`config.mk`:
```
export PLATFORM = sky130hd
export DESIGN_NAME = tlc_phase_sched
export DESIGN_NICKNAME = d
export VERILOG_FILES = /design/src/rtl/tlc_phase_sched.sv
export SDC_FILE = /design/constraint.sdc
export NUM_CORES = 1
export LEC_CHECK = 0
export BUFFER_PORTS_ARGS = -buffer_cell sky130_fd_sc_hd__buf_2
export CAP_MARGIN = 20
export CORE_MARGIN = 1
export CORE_UTILIZATION = 55
export DETAILED_ROUTE_END_ITERATION = 10
export PLACE_DENSITY = 0.86
export SETUP_SLACK_MARGIN = 0.02
export SYNTH_ARGS = -nofsm -noshare
export SYNTH_HDL_FRONTEND = slang
export SYNTH_SLANG_ARGS = --single-unit
```
`constraint.sdc`:
```
create_clock -name CLK -period 4.9 [get_ports CLK]
set_clock_uncertainty 0.15 [all_clocks]
set_input_delay 0.49 -clock CLK [delete_from_list [all_inputs] [get_ports CLK]]
set_output_delay 0.49 -clock CLK [all_outputs]
set_load 0.01 [all_outputs]
```
`src/rtl/tlc_phase_sched.sv`:
```
// Timed phase scheduler for a two-road intersection with a pedestrian walk phase.
// Optional flashing mode (FLASH input, blinking A yellow / B red) is compiled in with `define TLC_FLASH_EN.
module tlc_phase_sched #(
  parameter int CNT_W     = 8,
  parameter int GREEN_MIN = 4,
  parameter int GREEN_MAX = 12,
  parameter int YELLOW_T  = 2,
  parameter int ALLRED_T  = 1,
  parameter int WALK_T    = 5
) (
  input  logic       CLK,
  input  logic       RESET,
  input  logic       TICK,
  input  logic       TA,
  input  logic       TB,
  input  logic       PED_REQ,
`ifdef TLC_FLASH_EN
  input  logic       FLASH,
`endif
  output logic       ALRED,
  output logic       ALYELLOW,
  output logic       ALGREEN,
  output logic       BLRED,
  output logic       BLYELLOW,
  output logic       BLGREEN,
  output logic       WALK,
  output logic       PED_ACK,
  output logic [2:0] PHASE
);

  typedef enum logic [2:0] {
    A_GRN   = 3'd0,
    A_YEL   = 3'd1,
    AR_A    = 3'd2,
    B_GRN   = 3'd3,
    B_YEL   = 3'd4,
    AR_B    = 3'd5,
    PED     = 3'd6,
    FLASH_S = 3'd7
  } state_t;

  localparam logic ROAD_A = 1'b0;
  localparam logic ROAD_B = 1'b1;

  localparam logic [CNT_W:0]   GMIN_N = (CNT_W+1)'(GREEN_MIN);
  localparam logic [CNT_W:0]   GMAX_N = (CNT_W+1)'(GREEN_MAX);
  localparam logic [CNT_W:0]   YEL_N  = (CNT_W+1)'(YELLOW_T);
  localparam logic [CNT_W:0]   AR_N   = (CNT_W+1)'(ALLRED_T);
  localparam logic [CNT_W:0]   WALK_N = (CNT_W+1)'(WALK_T);
  localparam logic [CNT_W-1:0] GMAX_T = CNT_W'(GREEN_MAX);

  state_t           state, state_nxt;
  logic [CNT_W-1:0] timer;
  logic [CNT_W:0]   n;
  logic             ped_pend, ped_pend_nxt;
  logic             next_road, next_road_nxt;
  logic             enter_ped;
  logic             ped_ack_q;
  logic             blink;

  // n is the tick count within the current state including this cycle's tick
  assign n = {1'b0, timer} + {{CNT_W{1'b0}}, 1'b1};

  always_ff @(posedge CLK) begin
    if (RESET) begin
      state     <= A_GRN;
      timer     <= '0;
      ped_pend  <= 1'b0;
      next_road <= ROAD_B;
      ped_ack_q <= 1'b0;
    end else begin
      state     <= state_nxt;
      ped_pend  <= ped_pend_nxt;
      next_road <= next_road_nxt;
      ped_ack_q <= enter_ped;
      if (state_nxt != state)
        timer <= '0;
      else if (TICK && (timer < GMAX_T))
        timer <= timer + 1'b1;
    end
  end

  always_comb begin
    state_nxt     = state;
    next_road_nxt = next_road;
    case (state)
      A_GRN:
        if (TICK && (((n >= GMIN_N) && !TA) || ((n >= GMAX_N) && (TB || ped_pend))))
          state_nxt = A_YEL;
      A_YEL:
        if (TICK && (n == YEL_N))
          state_nxt = AR_A;
      AR_A:
        if (TICK && (n == AR_N)) begin
          if (ped_pend) begin
            state_nxt     = PED;
            next_road_nxt = ROAD_B;
          end else begin
            state_nxt = B_GRN;
          end
        end
      B_GRN:
        if (TICK && (((n >= GMIN_N) && !TB) || ((n >= GMAX_N) && (TA || ped_pend))))
          state_nxt = B_YEL;
      B_YEL:
        if (TICK && (n == YEL_N))
          state_nxt = AR_B;
      AR_B:
        if (TICK && (n == AR_N)) begin
          if (ped_pend) begin
            state_nxt     = PED;
            next_road_nxt = ROAD_A;
          end else begin
            state_nxt = A_GRN;
          end
        end
      PED:
        if (TICK && (n == WALK_N))
          state_nxt = (next_road == ROAD_A) ? A_GRN : B_GRN;
`ifdef TLC_FLASH_EN
      FLASH_S:
        if (!FLASH)
          state_nxt = AR_B;
`endif
      // Unknown codes recover through the B clearance so road A is served next
      default:
        state_nxt = AR_B;
    endcase
`ifdef TLC_FLASH_EN
    if (FLASH)
      state_nxt = FLASH_S;
`endif
  end

  // A request arriving on the PED entry cycle stays latched for the next boundary
  assign enter_ped    = (state_nxt == PED) && (state != PED);
  assign ped_pend_nxt = PED_REQ | (ped_pend & ~enter_ped);

`ifdef TLC_FLASH_EN
  always_ff @(posedge CLK) begin
    if (RESET)
      blink <= 1'b0;
    else if ((state_nxt == FLASH_S) && (state != FLASH_S))
      blink <= 1'b1;
    else if ((state == FLASH_S) && TICK)
      blink <= ~blink;
  end
`else
  assign blink = 1'b0;
`endif

  always_comb begin
    ALRED    = 1'b1;
    ALYELLOW = 1'b0;
    ALGREEN  = 1'b0;
    BLRED    = 1'b1;
    BLYELLOW = 1'b0;
    BLGREEN  = 1'b0;
    WALK     = 1'b0;
    case (state)
      A_GRN: begin
        ALRED   = 1'b0;
        ALGREEN = 1'b1;
      end
      A_YEL: begin
        ALRED    = 1'b0;
        ALYELLOW = 1'b1;
      end
      B_GRN: begin
        BLRED   = 1'b0;
        BLGREEN = 1'b1;
      end
      B_YEL: begin
        BLRED    = 1'b0;
        BLYELLOW = 1'b1;
      end
      PED:
        WALK = 1'b1;
`ifdef TLC_FLASH_EN
      FLASH_S: begin
        ALRED    = 1'b0;
        ALYELLOW = blink;
        BLRED    = blink;
      end
`endif
      default: ;
    endcase
  end

  assign PED_ACK = ped_ack_q;
  assign PHASE   = state;

endmodule

```
==> key figures <==
Run status
  – Outcome: finished, final reports clean

Logic synthesis
  – Commonest cells post-synth: dfxtp_1, inv_1, nor2_1
  – Distinct cells, synth: 63
  – Mapped Cells: 141
  – Cell Area, Synth: 0.00126 sq mm
  – FF+latch count, synth: 14
  – Post-synth top flop: dfxtp_1
  – Yosys top cell by area: dfxtp_1
  – Synth area leaders: dfxtp_1, nor4_4, nor4_1
  – EDFF count, synth: 0
  – Sequential area share after synthesis: 22.2%
  – Synth top area share: 22.2%
  – Syn avg cell area: 8.95 sq um
  – Post-synthesis net count: 150
  – Count leader, synth: dfxtp_1
  – Ys async rst share: 0%
  – YS warnings: 0

Setup path
  – Critical Path Source: timer[0]$_SDFFE_PP0P_
  – R2R depth: 7
  – Startpoint types: flop
  – Slowest CP cell: dfxtp_1
  – Critical path class: flop to flop
  – Cell breakdown of the critical path: ha_1 -> nand3_1 -> o21a_2 -> nor4b_2 -> a22oi_1 -> o21ai_1 -> nor4_1
  – Delay of the slowest critical-path stage: 0.55 ns
  – CP Max Fanout: 14
  – Worst R2R Start: timer[0]$_SDFFE_PP0P_
  – Crit path DAT: 2.83 ns
  – CP Capture Type: flop
  – Worst setup path end: timer[6]$_SDFFE_PP0P_
  – Critical Path RT: 4.88 ns
  – Reg2reg end: timer[6]$_SDFFE_PP0P_
  – Reg2Reg Setup Slack: 2.05 ns

STA
  – RSZ-0062 raised after global routing: no
  – Fin crit period: 2.85 ns
  – Slew headroom: 48.8%
  – Tcrit/Tclk final: 58.2%
  – Least-Margin Pin Slew: 0.763 ns
  – Max Clk Rate: 351 MHz
  – Setup ws final: 2.05 ns
  – Final Hold Fails: 0
  – Final Setup Violations: 0
  – Worst hold slack: 0.297 ns
  – Max Transition Viols Final: 0
  – Setup TNS: 0 ns

Floorplan
  – Core Rows: 16
  – Die Height: 49.9 um
  – Initial Util: 61.2%
  – IO Count: 17
  – Core area: 0.00206 sq mm
  – Die X: 49.9 um
  – Die area: 0.00249 sq mm

Routing
  – Initial DRC count: 32
  – Post-Route WL: 2670 um
  – WL/cell: 14.9 um
  – Drt first pass iters: 4
  – Residual DRC count: 0
  – Routed Antenna Nets: 0
  – Vias: 1110
  – Drt via density: 6.20

Clock tree
  – CTS Root Cell: clkbuf_4
  – Post-CTS Setup Bufs: 0
  – Total CTS buffers: 3
  – Clk buf depth: 2
  – CTS resizes: 0
  – Depth of the CTS H-tree: 1
  – CTS tree: built
  – Clock transition at path regs: 0.07 ns
  – Skew-Pair Late Insertion Delay: 0.27 ns
  – Number of hold buffers added after CTS: 0
  – Total clock sinks: 14

GRT
  – Largest net degree at the start of global routing: 15
  – Remaining global-route overflow: 0
  – Initial antenna violation count: 0
  – Overall routing resource usage: 23.6%
  – First-pass GRT wire length: 4460 um
  – Vias in the first global route: 1009

Power
  – Post-layout power: 309 uW
  – Leakage: 0.505 nW
  – Worst IR Drop VDD: 0.189 mV
  – Pwr/cell area: 231 mW/mm^2

Finish
  – Share of cells above drive strength 1: 27.6%
  – Register area: 280 sq um
  – # nets final: 163
  – Area of the multi-input gates: 877 sq um
  – Post-Layout Cell Count: 179
  – Fill cells: 172
  – Finished Cell Area: 0.00134 sq mm
  – Final Util: 64.7%
  – P&R area growth vs syn: 5.75%
  – Antenna diodes: 0

Place
  – IO buf count: 16
  – Post-Place Worst Slack: 2.07 ns
  – Placer Congestion: 0.954
  – HPWL after detailed placement: 2130 um
  – Placed cell count: 176
  – DP Area: 0.00131 sq mm

Worst hold path
  – Worst hold path type: flop to flop
  – WHS Path Cells: 2

Job
  – Max-Cap Viols: 0
-- sequential cells by signal, indices dropped and copies added, names as in the netlist --
signal     count
PHASE          3
next_road      1
PED_ACK        1
ped_pend       1
timer          8
-- cell families after synthesis --
| group | share of synthesized area, % |
|---|---|
| flops | 22.2 |
| mux | 1.59 |
| fa+ha+maj | 2.97 |
| simple gates | 36.8 |
| xor+xnor | 1.39 |
| compound gates | 26.8 |
| buf+inv | 8.32 |
-- metal layers --
metal	track usage (%)	part of all wire (%)	vias up
li1	-	-	555
met1	30.9	47	503
met2	37.8	45	47
met3	4.01	6.8	5
met4	9.52	1.1	0
met5	0	0	-
-- report_power, final --
part | switching [mW] | total (mW) | internal [mW]
sequential | 0.0201 | 0.141 | 0.121
clock | 0.0330 | 0.0614 | 0.0284
combinational | 0.0621 | 0.106 | 0.0437
total | 0.115 | 0.309 | 0.193
-- critical path, delay by kind of cell (launching register included) --
| family | cells | cell delay (ns) |
|---|---|---|
| flops | 1 | 0.55 |
| fa+ha+maj | 1 | 0.50 |
| compound gates | 3 | 0.80 |
| simple gates | 3 | 0.72 |
-- layout make-up --
type,instances,area share (%)
clock buffer,3,1.69
sequential,14,21.0
multi-input combinational,108,65.7
timing repair buffer,16,6.00
inverter,11,3.09
tap,27,2.53
-- worst min path at each step --
stage | start | end | slack [ns]
2_1_floorplan | timer[7]$_SDFFE_PP0P_ | timer[7]$_SDFFE_PP0P_ | 0.27
3_3_place_gp | timer[7]$_SDFFE_PP0P_ | timer[7]$_SDFFE_PP0P_ | 0.28
3_5_place_dp | timer[5]$_SDFFE_PP0P_ | timer[5]$_SDFFE_PP0P_ | 0.29
4_1_cts | timer[5]$_SDFFE_PP0P_ | timer[5]$_SDFFE_PP0P_ | 0.30
5_1_grt | timer[5]$_SDFFE_PP0P_ | timer[5]$_SDFFE_PP0P_ | 0.32
6_report | timer[5]$_SDFFE_PP0P_ | timer[5]$_SDFFE_PP0P_ | 0.30
-- layout by cell type (no fill, tap or decap), types with 4 or more instances in the layout --
cell type / count
nor4_1: 8
dfxtp_1: 14
nor3_1: 5
a21oi_1: 4
buf_2: 16
nor2_1: 11
nor2b_1: 5
nand2_1: 6
nand3_1: 5
and2_1: 4
inv_1: 11
No activity file was read; power rests on OpenSTA's default activity.
